--- src/rtl/img_mem_pkg.sv ---
// Shared constants, enums and address helpers for the image-memory data-side arbiter.
package img_mem_pkg;

  localparam int unsigned ADDR_W     = 19;
  localparam int unsigned DATA_W     = 8;
  localparam int unsigned NUM_BANKS  = 5;
  localparam int unsigned BANK_SIZE  = 65536;
  localparam int unsigned BANK_OFS_W = $clog2(BANK_SIZE);
  localparam int unsigned BANK_IDX_W = ADDR_W - BANK_OFS_W;
  localparam int unsigned READ_LAT   = 2;
  localparam int unsigned CNT_W      = $clog2(READ_LAT + 1);

  typedef enum logic {
    REQ_CPU  = 1'b0,
    REQ_FILT = 1'b1
  } req_id_e;

  typedef enum logic [1:0] {
    IDLE    = 2'd0,
    RD_WAIT = 2'd1,
    RD_RSP  = 2'd2
  } arb_state_e;

  // Only the populated banks are addressable; unpopulated bank indices are errors.
  function automatic logic addr_in_range(input logic [ADDR_W-1:0] addr);
    return addr[ADDR_W-1:BANK_OFS_W] < BANK_IDX_W'(NUM_BANKS);
  endfunction

endpackage

--- src/rtl/img_mem_arbiter_rr.sv ---
// Two-input round-robin arbiter; remembers the last grantee and favours the other on a tie.
module rr_arbiter2
  import img_mem_pkg::*;
(
  input  logic       clk,
  input  logic       reset,
  input  logic       en_i,
  input  logic [1:0] valid_i,
  output logic [1:0] grant_c_o
);

  req_id_e last_q;

  always_comb begin
    grant_c_o = 2'b00;
    if (en_i) begin
      case (valid_i)
        2'b01:   grant_c_o = 2'b01;
        2'b10:   grant_c_o = 2'b10;
        2'b11:   grant_c_o = (last_q == REQ_FILT) ? 2'b01 : 2'b10;
        default: grant_c_o = 2'b00;
      endcase
    end
  end

  // Reset to the filter so the CPU takes the first tie.
  always_ff @(posedge clk) begin
    if (reset) begin
      last_q <= REQ_FILT;
    end else if (|grant_c_o) begin
      last_q <= req_id_e'(grant_c_o[1]);
    end
  end

endmodule

--- src/rtl/img_mem_arbiter.sv ---
// Shares the image memory's data-side port between the CPU and the filter engine,
// sequencing reads across the memory latency and flagging out-of-range addresses.
module img_mem_arbiter
  import img_mem_pkg::*;
(
  input  logic                  clk,
  input  logic                  reset,
  input  logic [1:0]            req_valid,
  output logic [1:0]            req_ready,
  input  logic [1:0]            req_we,
  input  logic [2*ADDR_W-1:0]   req_addr,
  input  logic [2*DATA_W-1:0]   req_wdata,
  output logic [1:0]            rsp_valid,
  output logic [DATA_W-1:0]     rsp_data,
  output logic [1:0]            rsp_err,
  output logic                  mem_we,
  output logic [ADDR_W-1:0]     mem_addr,
  output logic [DATA_W-1:0]     mem_wdata,
  input  logic [DATA_W-1:0]     mem_rdata
);

  arb_state_e        state_q;
  logic [CNT_W-1:0]  cnt_q;
  req_id_e           gnt_q;
  logic              mem_we_q;
  logic [ADDR_W-1:0] mem_addr_q;
  logic [DATA_W-1:0] mem_wdata_q;
  logic [1:0]        rsp_valid_q;
  logic [1:0]        rsp_err_q;
  logic [DATA_W-1:0] rsp_data_q;

  logic [1:0]        grant;
  logic              accept;
  req_id_e           win;
  logic              sel_we;
  logic [ADDR_W-1:0] sel_addr;
  logic [DATA_W-1:0] sel_wdata;
  logic              sel_ok;

  rr_arbiter2 u_arb (
    .clk       (clk),
    .reset     (reset),
    .en_i      (state_q == IDLE),
    .valid_i   (req_valid),
    .grant_c_o (grant)
  );

  assign req_ready = grant;
  assign accept    = |grant;
  assign win       = req_id_e'(grant[1]);
  assign sel_we    = win == REQ_FILT ? req_we[1] : req_we[0];
  assign sel_addr  = win == REQ_FILT ? req_addr[2*ADDR_W-1:ADDR_W] : req_addr[ADDR_W-1:0];
  assign sel_wdata = win == REQ_FILT ? req_wdata[2*DATA_W-1:DATA_W] : req_wdata[DATA_W-1:0];
  assign sel_ok    = addr_in_range(sel_addr);

  // Sequencer: mem_addr is only updated on acceptance, so it stays put through the read latency.
  always_ff @(posedge clk) begin
    if (reset) begin
      state_q     <= IDLE;
      cnt_q       <= '0;
      gnt_q       <= REQ_CPU;
      mem_we_q    <= 1'b0;
      mem_addr_q  <= '0;
      mem_wdata_q <= '0;
      rsp_valid_q <= '0;
      rsp_err_q   <= '0;
      rsp_data_q  <= '0;
    end else begin
      mem_we_q    <= 1'b0;
      rsp_valid_q <= '0;
      rsp_err_q   <= '0;
      case (state_q)
        IDLE: begin
          if (accept) begin
            gnt_q <= win;
            if (!sel_ok) begin
              rsp_err_q[win] <= 1'b1;
              if (!sel_we) begin
                rsp_valid_q[win] <= 1'b1;
                rsp_data_q       <= '0;
              end
            end else if (sel_we) begin
              mem_we_q    <= 1'b1;
              mem_addr_q  <= sel_addr;
              mem_wdata_q <= sel_wdata;
            end else begin
              mem_addr_q <= sel_addr;
              cnt_q      <= '0;
              state_q    <= RD_WAIT;
            end
          end
        end
        RD_WAIT: begin
          if (cnt_q == CNT_W'(READ_LAT - 1)) begin
            state_q <= RD_RSP;
          end else begin
            cnt_q <= cnt_q + 1'b1;
          end
        end
        RD_RSP: begin
          rsp_data_q         <= mem_rdata;
          rsp_valid_q[gnt_q] <= 1'b1;
          state_q            <= IDLE;
        end
        default: state_q <= IDLE;
      endcase
    end
  end

  assign rsp_valid = rsp_valid_q;
  assign rsp_data  = rsp_data_q;
  assign rsp_err   = rsp_err_q;
  assign mem_we    = mem_we_q;
  assign mem_addr  = mem_addr_q;
  assign mem_wdata = mem_wdata_q;

endmodule

--- config.mk ---
export PLATFORM = sky130hd
export DESIGN_NAME = img_mem_arbiter
export DESIGN_NICKNAME = d
export VERILOG_FILES = /design/src/rtl/img_mem_pkg.sv /design/src/rtl/img_mem_arbiter_rr.sv /design/src/rtl/img_mem_arbiter.sv
export SDC_FILE = /design/constraint.sdc
export NUM_CORES = 1
export LEC_CHECK = 0
export ABC_CLOCK_PERIOD_IN_PS = 2300
export BUFFER_PORTS_ARGS = -buffer_cell sky130_fd_sc_hd__buf_2
export CORE_AREA = 2 2 74 76
export DETAILED_ROUTE_END_ITERATION = 10
export DIE_AREA = 0 0 76 78
export PLACE_DENSITY = 0.74
export SLEW_MARGIN = 20
export SYNTH_ARGS = -nofsm -noshare
export SYNTH_HDL_FRONTEND = slang
export SYNTH_SLANG_ARGS = --single-unit
--- constraint.sdc ---
create_clock -name clk -period 2.3 [get_ports clk]
set_input_delay 0.23 -clock clk [delete_from_list [all_inputs] [get_ports clk]]
set_output_delay 0.23 -clock clk [all_outputs]
set_load 0.03 [all_outputs]
==> results of run 1 <==
state kept, by name, indices dropped and copies added (netlist names), 2 cells and up:
| name | count |
|---|---|
| mem_addr | 19 |
| mem_wdata | 8 |
| rsp_data | 8 |
| cnt_q | 2 |
| rsp_err | 2 |
| rsp_valid | 2 |
| state_q | 2 |
metal layers:
layer	vias up	global-route usage (%)	wire length (um)
li1	1161	-	-
met1	1085	25.6	2660
met2	61	34.4	3080
met3	13	3.49	219
met4	0	7.82	133
met5	-	0	0
worst max-delay path, cell delays in order, from the launching register on:
cell     delay [ps]
dfxtp_1         310
buf_4           170
nor2_2          140
nand2_1          80
inv_1           480
buf_2           310
kinds of logic (layout without fill, tap and decap cells):
logic type	count (synthesis)	count (layout)
multiplexers	9	9
flip-flops	46	46
adder cells (fa/ha/maj)	1	1
buffers and inverters	25	133
AO/OA/AOI/OAI	72	72
AND/OR/NAND/NOR	101	101
metrics by stage:
stage	setup slack [ps]	total power, mW	cells
3_3_place_gp	400	1.56	424
4_1_cts	261	2.08	432
5_1_grt	120	2.17	432
6_report	279	2.06	432
3_5_place_dp	350	1.58	424
2_1_floorplan	496	1.38	254
power by group through the flow:
stage	sequential (mW)	clock [mW]	combinational, mW
2_1_floorplan	1.04	0	0.342
3_3_place_gp	0.921	0	0.643
3_5_place_dp	0.921	0	0.655
4_1_cts	0.904	0.520	0.656
5_1_grt	0.915	0.553	0.707
6_report	0.903	0.502	0.654
cell usage in the layout, fill, tap and decap left out, types with 3 or more instances in the layout:
cell      instances
nand2_1          39
mux2_2            8
o211ai_1          4
nor2_1            4
nor4_1            5
inv_1             5
clkbuf_8          6
a32o_1            8
a311oi_2         10
nand3_1           9
o21ai_1           3
dfxtp_1          46
nor2b_1           9
a311oi_1          8
a211oi_1          5
buf_4            11
o21ai_0          12
buf_2           109
a21oi_1          13
nor3_1           20
final timing paths:
check	depth (start not counted)	endpoint	slack (ps)
worst min-delay path	2	rsp_data[7]	140
worst min register to register	2	mem_addr[18]	480
worst max register to register	6	mem_addr[10]	310
worst max-delay path	5	req_ready[1]	280
area by class of cell:
| class | count | area (um2) |
|---|---|---|
| well taps | 70 | 87.6 |
| flip-flops and latches | 46 | 921 |
| clock buffers | 7 | 86.3 |
| clock inverters | 1 | 5.00 |
| fillers | 461 | 2060 |
| inverters | 5 | 18.8 |
| multi-input cells | 183 | 1240 |
| repair buffers | 120 | 628 |
==> summary.txt, run 1 <==
Layout
  • Antenna diodes: 0
  • Final instance area: 2990 um2
  • Layout Utilization: 59.2%
  • Layout cells sized above 1: 42.3%
  • Net total in the final layout: 430
  • Syn-to-layout area delta: 30.4%

Routing
  • Pre-antenna DRT Iters: 4
  • DRC Markers: 0
  • Drt via density: 5.37
  • Starting DRT DRC Count: 148
  • Vias: 2320
  • WL final: 6100 um
  • Final ANT Viol Nets: 0
  • Average routed wire per standard cell: 14.1 um

Logic synthesis
  • Syn Inst Count: 254
  • Post-synth net total: 323
  • Dominant cell type by area after synthesis: dfxtp_1
  • Number of synthesized flops with an enable pin: 0
  • Compound-Gate Fraction of Synth Area: 25.6%
  • #FFs+latches synth: 46
  • Cell with the most instances after synthesis: dfxtp_1
  • Simple-gate share of the synthesized area: 23.6%
  • Sequential share of the synthesized area: 40.2%
  • Post-Synth XOR/XNOR Area: 0%
  • Post-synthesis mux area share: 4.37%
  • Synth Flop Type: dfxtp_1
  • Synth warn: 0
  • Top cells by count, synth: 46 x dfxtp_1, 39 x nand2_1, 20 x nor3_1
  • Largest family of logic cells by synthesized area: compound AO/OA/AOI/OAI gates
  • Synthesized area per cell: 9.01 um2
  • Post-synth cell types: 43
  • Post-Synth Adder-Cell Area: 0.546%
  • Top cell type's share of synthesized area: 40.2%
  • Synth async-reset ratio: 0%
  • Cell Area, Synth: 2290 um2
  • Synth top area cells: dfxtp_1 40%, a311oi_2 6.6%, nand2_1 6.4%

STA
  • Final period utilization: 87.9%
  • Final Max Slew Viols: 0
  • # setup viols final: 0
  • Fmax: 0.495 GHz
  • Hold Violations, Final: 0
  • RSZ-0062 raised after global routing: no
  • Clk_skew: 6.40 ps
  • Slew HR: 41.2%
  • Worst-margin pin slew: 880 ps
  • Fin crit period: 2020 ps
  • Hold slack: 144 ps
  • Setup TNS: 0 ps

Clock tree
  • Clk pin slew, worst setup/hold paths: 80 ps
  • Num CTS Buffers: 5
  • Sink Count: 46
  • CTS tree: built
  • Hold-fix buffers, CTS: 0
  • H-tree depth: 2
  • Post-CTS setup repair buffer count: 0
  • Worst skew pair latency: 290 ps
  • Root Buffer: clkbuf_8
  • Resize count post-CTS: 0
  • CTS max path bufs: 2

Global routing
  • First-pass GRT wire length: 9910 um
  • Vias in the first global route: 2185
  • Gr usage total: 20.2%
  • GRT Residual Overflow: 0
  • Initial antenna violation count: 0
  • Largest net degree at the start of global routing: 28

Die
  • Full die area: 5930 um2
  • Initial Util: 45.4%
  • Die Ht: 78 um
  • Core Area: 5040 um2
  • Ports: 110
  • # rows: 26
  • Die width: 76 um

Pwr
  • Sw frac: 34.3%
  • Comb pwr share: 31.7%
  • Static Leak: 1.35 nW
  • Peak supply drop: 312 uV
  • Net Sw Power: 707 uW
  • Clock power frac: 24.4%
  • Pwr dens: 690 nW/um2
  • Seq pwr share: 43.9%
  • Int Pwr: 1.35 mW

Place
  • Routability cong.: 0.849
  • Port bufs: 109
  • Hpwl dp: 4410 um
  • Placed cell areas: 2890 um2

Status
  • Outcome: finished, final reports clean

Critical path
  • Crit path DAT: 1790 ps
  • Critical path class: reg -> out
  • CP Capture Type: output port
  • Critical Path Source: state_q[1]
  • Startpoint Class: flop
  • CP max FO: 20
  • Worst EP required: 2070 ps
  • R2R Path Start: state_q[1]

Hold path
  • Worst Hold Class: in -> reg
  • Hold_sp: mem_rdata[7]

Job
  • Max-Cap Viols: 0
No activity file was read; power rests on OpenSTA's default activity.
==> run 2: changes to the inputs <==
==> constraint.sdc (replaced) <==
create_clock -name clk -period 2.3 [get_ports clk]
set_input_delay 0.23 -clock clk [delete_from_list [all_inputs] [get_ports clk]]
set_output_delay 0.23 -clock clk [all_outputs]
set_load 0.02 [all_outputs]
==> run 2 against run 1 <==
Compared with the run above:
- first-iteration DRC count decreased by 19%
- largest cell class unchanged
- combinational power down 9.3%
- register-to-register slack better by 100 ps
- hold slack lost 8.5 ps
- clock power is 19% higher
- die area unchanged
- clock-buffer cell count down 2
- fmax down 3.1%
- design area is 0.34% higher
==> summary.txt, run 2 (synthesized netlist as in run 1, its figures left out) <==
Status
  • Outcome: finished, final reports clean

Hold path
  • Worst Hold Class: in -> reg

Routing
  • Average routed wire per standard cell: 13.9 um (-1.8%)
  • Vias: 2338 (+0.78%)
  • WL final: 5970 um (-2.0%)
  • Drt via density: 5.42 (+1.0%)
  • Starting DRT DRC Count: 120 (-19%)
  • DRC Markers: 0 (unchanged)
  • Pre-antenna DRT Iters: 4 (unchanged)
  • Final ANT Viol Nets: 0 (unchanged)

Global routing
  • Met3 usage: 5.00% (+1.5 points)
  • Met2 Usage GRT: 36.3% (+1.9 points)
  • GRT Residual Overflow: 0 (unchanged)
  • First-pass GRT wire length: 10100 um (+1.7%)
  • Largest net degree at the start of global routing: 21 (-25%)
  • Vias in the first global route: 2258 (+3.3%)
  • Gr usage total: 20.6% (+0.47 points)
  • M1 GR Usage: 24.0% (-1.5 points)
  • Most crowded layer after global routing: met2
  • Initial antenna violation count: 0 (unchanged)

Clock tree
  • H-tree depth: 2 (unchanged)
  • Resize count post-CTS: 0 (unchanged)
  • Num CTS Buffers: 5 (unchanged)
  • Post-CTS setup repair buffer count: 0 (unchanged)
  • Worst skew pair latency: 300 ps (about the same)
  • Hold-fix buffers, CTS: 0 (unchanged)
  • Sink Count: 46 (unchanged)
  • CTS tree: built
  • Clk pin slew, worst setup/hold paths: 80 ps (about the same)
  • Root Buffer: clkbuf_8
  • CTS max path bufs: 2 (unchanged)

Pwr
  • Pwr dens: 700 nW/um2 (+1.5%)
  • Clock power frac: 28.4% (+4.0 points)
  • Seq pwr share: 43.3% (-0.6 points)
  • Net Sw Power: 671 uW (-5.1%)
  • Peak supply drop: 313 uV (+0.24%)
  • Sw frac: 32.0% (-2.3 points)
  • Static Leak: 1.35 nW (+0.34%)
  • Int Pwr: 1.43 mW (+5.5%)
  • Comb pwr share: 28.3% (-3.4 points)

Layout
  • Largest register FFs: 19 (unchanged)
  • Layout cells sized above 1: 42.4% (+0.12 points)
  • Final instance area: 3000 um2 (+0.34%)
  • Commonest cells after routing, fill and taps aside: 109 x buf_2, 46 x dfxtp_1, 39 x nand2_1
  • Syn-to-layout area delta: 30.8%
  • Most common library cell in the layout ignoring fill and taps: buf_2
  • Net total in the final layout: 429 (-0.23%)
  • Antenna diodes: 0 (unchanged)

STA
  • Fmax: 0.479 GHz (-3.1%)
  • RSZ-0062 raised after global routing: no
  • Slew HR: 39.0% (-2.2 points)
  • Hold Violations, Final: 0 (unchanged)
  • Final Max Slew Viols: 0 (unchanged)
  • Fin crit period: 2090 ps (+65.7 ps)
  • Clk_skew: 4.98 ps (-1.41 ps)
  • Final period utilization: 90.7% (+2.9 points)
  • Worst-margin pin slew: 913 ps (+32.5 ps)
  • Setup TNS: 0 ps (unchanged)
  • # setup viols final: 0 (unchanged)
  • Hold slack: 136 ps (-8.54 ps)

Job
  • Max-Cap Viols: 0 (unchanged)

Die
  • Initial Util: 45.4% (unchanged)
  • Die width: 76 um (unchanged)
  • Ports: 110 (unchanged)
  • # rows: 26 (unchanged)
  • Full die area: 5930 um2 (unchanged)
  • Core Area: 5040 um2 (unchanged)
  • Die Ht: 78 um (unchanged)

Critical path
  • Startpoint Class: flop
  • Worst EP required: 2070 ps (about the same)
  • Critical path class: reg -> out
  • Crit path DAT: 1860 ps (+70 ps)
  • CP max FO: 20 (unchanged)
  • CP Buf/Inv Count: 3 (unchanged)
  • Crit path max-delay family: buffers and inverters
  • CP peak stage delay: 480 ps (about the same)
  • Critical path cell sequence: buf_4 -> nor2_2 -> nand2_1 -> inv_1 -> buf_2
  • CP Capture Type: output port
  • Slowest CP cell: inv_1

Place
  • Placed cell areas: 2890 um2 (-0.26%)
  • Hpwl dp: 4320 um (-2.1%)
  • Port bufs: 109 (unchanged)
  • Routability cong.: 0.796 (-6.3%)
[run 2: worst reg2reg max path: cells and delay by family, from the launching register on]
| family | cells | cell delay (ps) |
|---|---|---|
| compound gates | 2 | 580 |
| mux | 1 | 380 |
| flops | 1 | 400 |
| buf+inv | 1 | 210 |
| simple gates | 1 | 220 |
[run 2: metal layers]
layer | vias to the layer above | part of all wire [%]
met3 | 16 | 6.0
met2 | 80 | 50
met5 | - | 0
met1 | 1082 | 41
met4 | 0 | 3.0
li1 | 1160 | -
[run 2: final timing paths]
kind | from | end | slack [ps] | depth (start not counted)
worst min register to register | mem_addr[18] | mem_addr[18] | 480 | 2
worst max register to register | state_q[0] | mem_wdata[4] | 410 | 5
worst max-delay path | state_q[1] | req_ready[1] | 210 | 5
worst min-delay path | mem_rdata[2] | rsp_data[2] | 140 | 2
[run 2: cell type report]
type | instances | area, um2
repair buffers | 119 | 621
clock inverters | 3 | 40.0
well taps | 70 | 87.6
multi-input cells | 183 | 1240
clock buffers | 5 | 68.8
flip-flops and latches | 46 | 921
fillers | 471 | 2050
inverters | 5 | 18.8
[run 2: power groups by stage]
stage               Clock, mW  Sequential, mW  Combinational (mW)
finish                  0.596           0.908               0.593
floorplan                   0           0.996               0.338
CTS                     0.611           0.907               0.597
global route            0.652           0.918               0.649
detailed placement          0           0.925               0.595
global placement            0           0.925               0.586
[run 2: stage by stage]
| step | instances | worst slack, ps | utilization (%) | power (mW) |
|---|---|---|---|---|
| 6_report | 431 | 213 | 59.4 | 2.10 |
| 2_1_floorplan | 254 | 551 | - | 1.33 |
| 5_1_grt | 431 | 88.0 | 59.4 | 2.22 |
| 3_5_place_dp | 423 | 411 | 57.2 | 1.52 |
| 4_1_cts | 431 | 211 | 59.4 | 2.11 |
| 3_3_place_gp | 423 | 417 | 57.2 | 1.51 |
==> run 3: changes to the inputs <==
CELL_PAD_IN_SITES_DETAIL_PLACEMENT = 0   (was default)
CELL_PAD_IN_SITES_GLOBAL_PLACEMENT = 1   (was default)
CORE_AREA = 2 2 87 89   (was 2 2 74 76)
DIE_AREA = 0 0 89 91   (was 0 0 76 78)
==> run 3 against run 2 <==
Compared with the run above:
- register-to-register slack worse by 90 ps
- die area up 37%
- sequential share of layout area down 0.59 points
- sequential power down 0.4%
- setup slack worse by 5.4 ps
- wire length rose by 12%
- combinational power grew 3%
- clock skew about the same
- critical path depth is the same
- clock power grew 2%
- via count decreased by 1.1%
- highest routed layer unchanged
==> summary.txt, run 3 (synthesized netlist as in run 1, its figures left out) <==
Pwr
  • Seq pwr share: 42.6% (-0.7 points)
  • Net Sw Power: 690 uW (+2.8%)
  • Peak supply drop: 226 uV (-28%)
  • Sw frac: 32.5% (+0.53 points)
  • Comb pwr share: 28.8% (+0.5 points)
  • Pwr dens: 695 nW/um2 (-0.76%)
  • Int Pwr: 1.43 mW (+0.40%)
  • Pwr Total: 2.12 mW (+1.2%)
  • Clock power frac: 28.6% (+0.2 points)
  • Static Leak: 1.37 nW (+1.2%)

Clock tree
  • H-tree depth: 2 (unchanged)
  • Root Buffer: clkbuf_8
  • CTS tree: built
  • Clk pin slew, worst setup/hold paths: 90 ps (about the same)
  • Sink Count: 46 (unchanged)
  • Post-CTS setup repair buffer count: 0 (unchanged)
  • Resize count post-CTS: 0 (unchanged)
  • Worst skew pair latency: 300 ps (about the same)
  • Hold-fix buffers, CTS: 0 (unchanged)
  • Num CTS Buffers: 5 (unchanged)
  • CTS max path bufs: 2 (unchanged)

STA
  • Setup TNS: 0 ps (unchanged)
  • Hold Violations, Final: 0 (unchanged)
  • Clk_skew: 4.51 ps (-0.474 ps)
  • Final period utilization: 91.0% (+0.23 points)
  • Final Max Slew Viols: 0 (unchanged)
  • Fin crit period: 2090 ps (+5.39 ps)
  • Fmax: 0.478 GHz (-0.26%)
  • # setup viols final: 0 (unchanged)
  • Worst-margin pin slew: 627 ps (-286 ps)
  • Slew HR: 58.0% (+19 points)
  • RSZ-0062 raised after global routing: no

Critical path
  • Worst EP required: 2070 ps (about the same)
  • Critical Path Source: u_arb.last_q
  • Reg2reg path depth: 6 (+1)
  • Worst reg2reg path endpoint: mem_addr[10]
  • Crit path DAT: 1860 ps (about the same)
  • Worst reg-to-reg setup slack: 320 ps (-90 ps)
  • CP max FO: 20 (unchanged)
  • Startpoint Class: flop
  • R2R Path Start: state_q[1]
  • CP Capture Type: output port
  • Critical path class: reg -> out

Place
  • Port bufs: 109 (unchanged)
  • Placed insts: 455 (+7.6%)
  • Routability cong.: 0.839 (+5.4%)
  • Placed cell areas: 2950 um2 (+2.0%)
  • Hpwl dp: 4880 um (+13%)

Routing
  • WL final: 6700 um (+12%)
  • Vias: 2313 (-1.1%)
  • Pre-antenna DRT Iters: 7 (+3)
  • Drt via density: 5.00 (-7.9%)
  • DRC Markers: 0 (unchanged)
  • Average routed wire per standard cell: 14.5 um (+4.5%)
  • Starting DRT DRC Count: 152 (+27%)
  • Final ANT Viol Nets: 0 (unchanged)

Global routing
  • Vias in the first global route: 2241 (-0.75%)
  • GRT Residual Overflow: 0 (unchanged)
  • Initial antenna violation count: 0 (unchanged)
  • Gr usage total: 16.6% (-4.0 points)
  • First-pass GRT wire length: 10600 um (+5.5%)
  • Largest net degree at the start of global routing: 35 (+67%)

Layout
  • Net total in the final layout: 432 (+0.70%)
  • Final instance area: 3050 um2 (+2.0%)
  • Layout Utilization: 42.8% (-17 points)
  • Syn-to-layout area delta: 33.4%
  • Commonest cells after routing, fill and taps aside: 109 x buf_2, 46 x dfxtp_1, 39 x nand2_1
  • Antenna diodes: 0 (unchanged)
  • Most common library cell in the layout ignoring fill and taps: buf_2
  • Finished Layout Cells: 463 (+7.4%)
  • Fill cells: 771 (+64%)
  • Layout cells sized above 1: 42.9% (+0.47 points)
  • Largest register FFs: 19 (unchanged)

Hold path
  • Hold path depth: 2 (unchanged)
  • Worst Hold Class: in -> reg
  • WHS Endpoint: rsp_data[0]
  • Hold_sp: mem_rdata[0]

Die
  • Full die area: 8100 um2 (+37%)
  • Die Ht: 91 um (+17%)
  • Core Area: 7140 um2 (+42%)
  • # rows: 31 (+19%)
  • Die width: 89 um (+17%)
  • Initial Util: 32.1% (-13 points)
  • Ports: 110 (unchanged)

Job
  • Max-Cap Viols: 0 (unchanged)

Status
  • Outcome: finished, final reports clean
-- run 3: cell types whose count changed in the layout (fill, tap and decap cells not counted), sizes merged --
cell | previous run | this run
buf | 119 | 122
-- run 3: worst max-delay path: stages, from the launching register on --
cell	delay [ps]
dfxtp_1	360
a21boi_2	530
nand2_1	150
inv_1	80
buf_4	240
buf_2	210
-- run 3: how the worst max path moves through the flow --
stage / end / slack, ps / depth (start not counted)
after floorplan: mem_addr[10] / 550 / 7
after global placement: rsp_data[4] / 400 / 5
after detailed placement: mem_addr[7] / 340 / 6
after CTS: req_ready[1] / 180 / 5
after global routing: req_ready[1] / 40 / 5
final: req_ready[1] / 210 / 5
-- run 3: power groups by stage --
| stage | Sequential (mW) | Clock (mW) | Combinational [mW] |
|---|---|---|---|
| after floorplan | 0.996 | 0 | 0.338 |
| after global placement | 0.922 | 0 | 0.610 |
| after detailed placement | 0.922 | 0 | 0.617 |
| after CTS | 0.904 | 0.628 | 0.619 |
| after global routing | 0.913 | 0.655 | 0.669 |
| final | 0.904 | 0.606 | 0.611 |
-- run 3: cell type report --
class | instances | area (um2) | area share (%)
multi-input cells | 183 | 1240 | 40.6
flip-flops and latches | 46 | 921 | 30.2
repair buffers | 122 | 643 | 21.1
well taps | 99 | 124 | 4.06
clock buffers | 5 | 68.8 | 2.25
clock inverters | 3 | 40.0 | 1.31
inverters | 5 | 18.8 | 0.615
-- run 3: layer usage --
layer | track usage (%) | share of wire, % | up-vias
li1 | - | - | 1167
met3 | 3.64 | 6.0 | 4
met4 | 4.35 | 0.82 | 0
met1 | 22.2 | 44 | 1070
met5 | 0 | 0 | -
met2 | 26.8 | 50 | 72
-- run 3: metrics by stage --
stage                     setup slack, ps  hold WS (ps)
final                                 208           134
after detailed placement              341           450
after global routing                 35.6           128
after CTS                             176           131
after global placement                396           445
after floorplan                       551           356
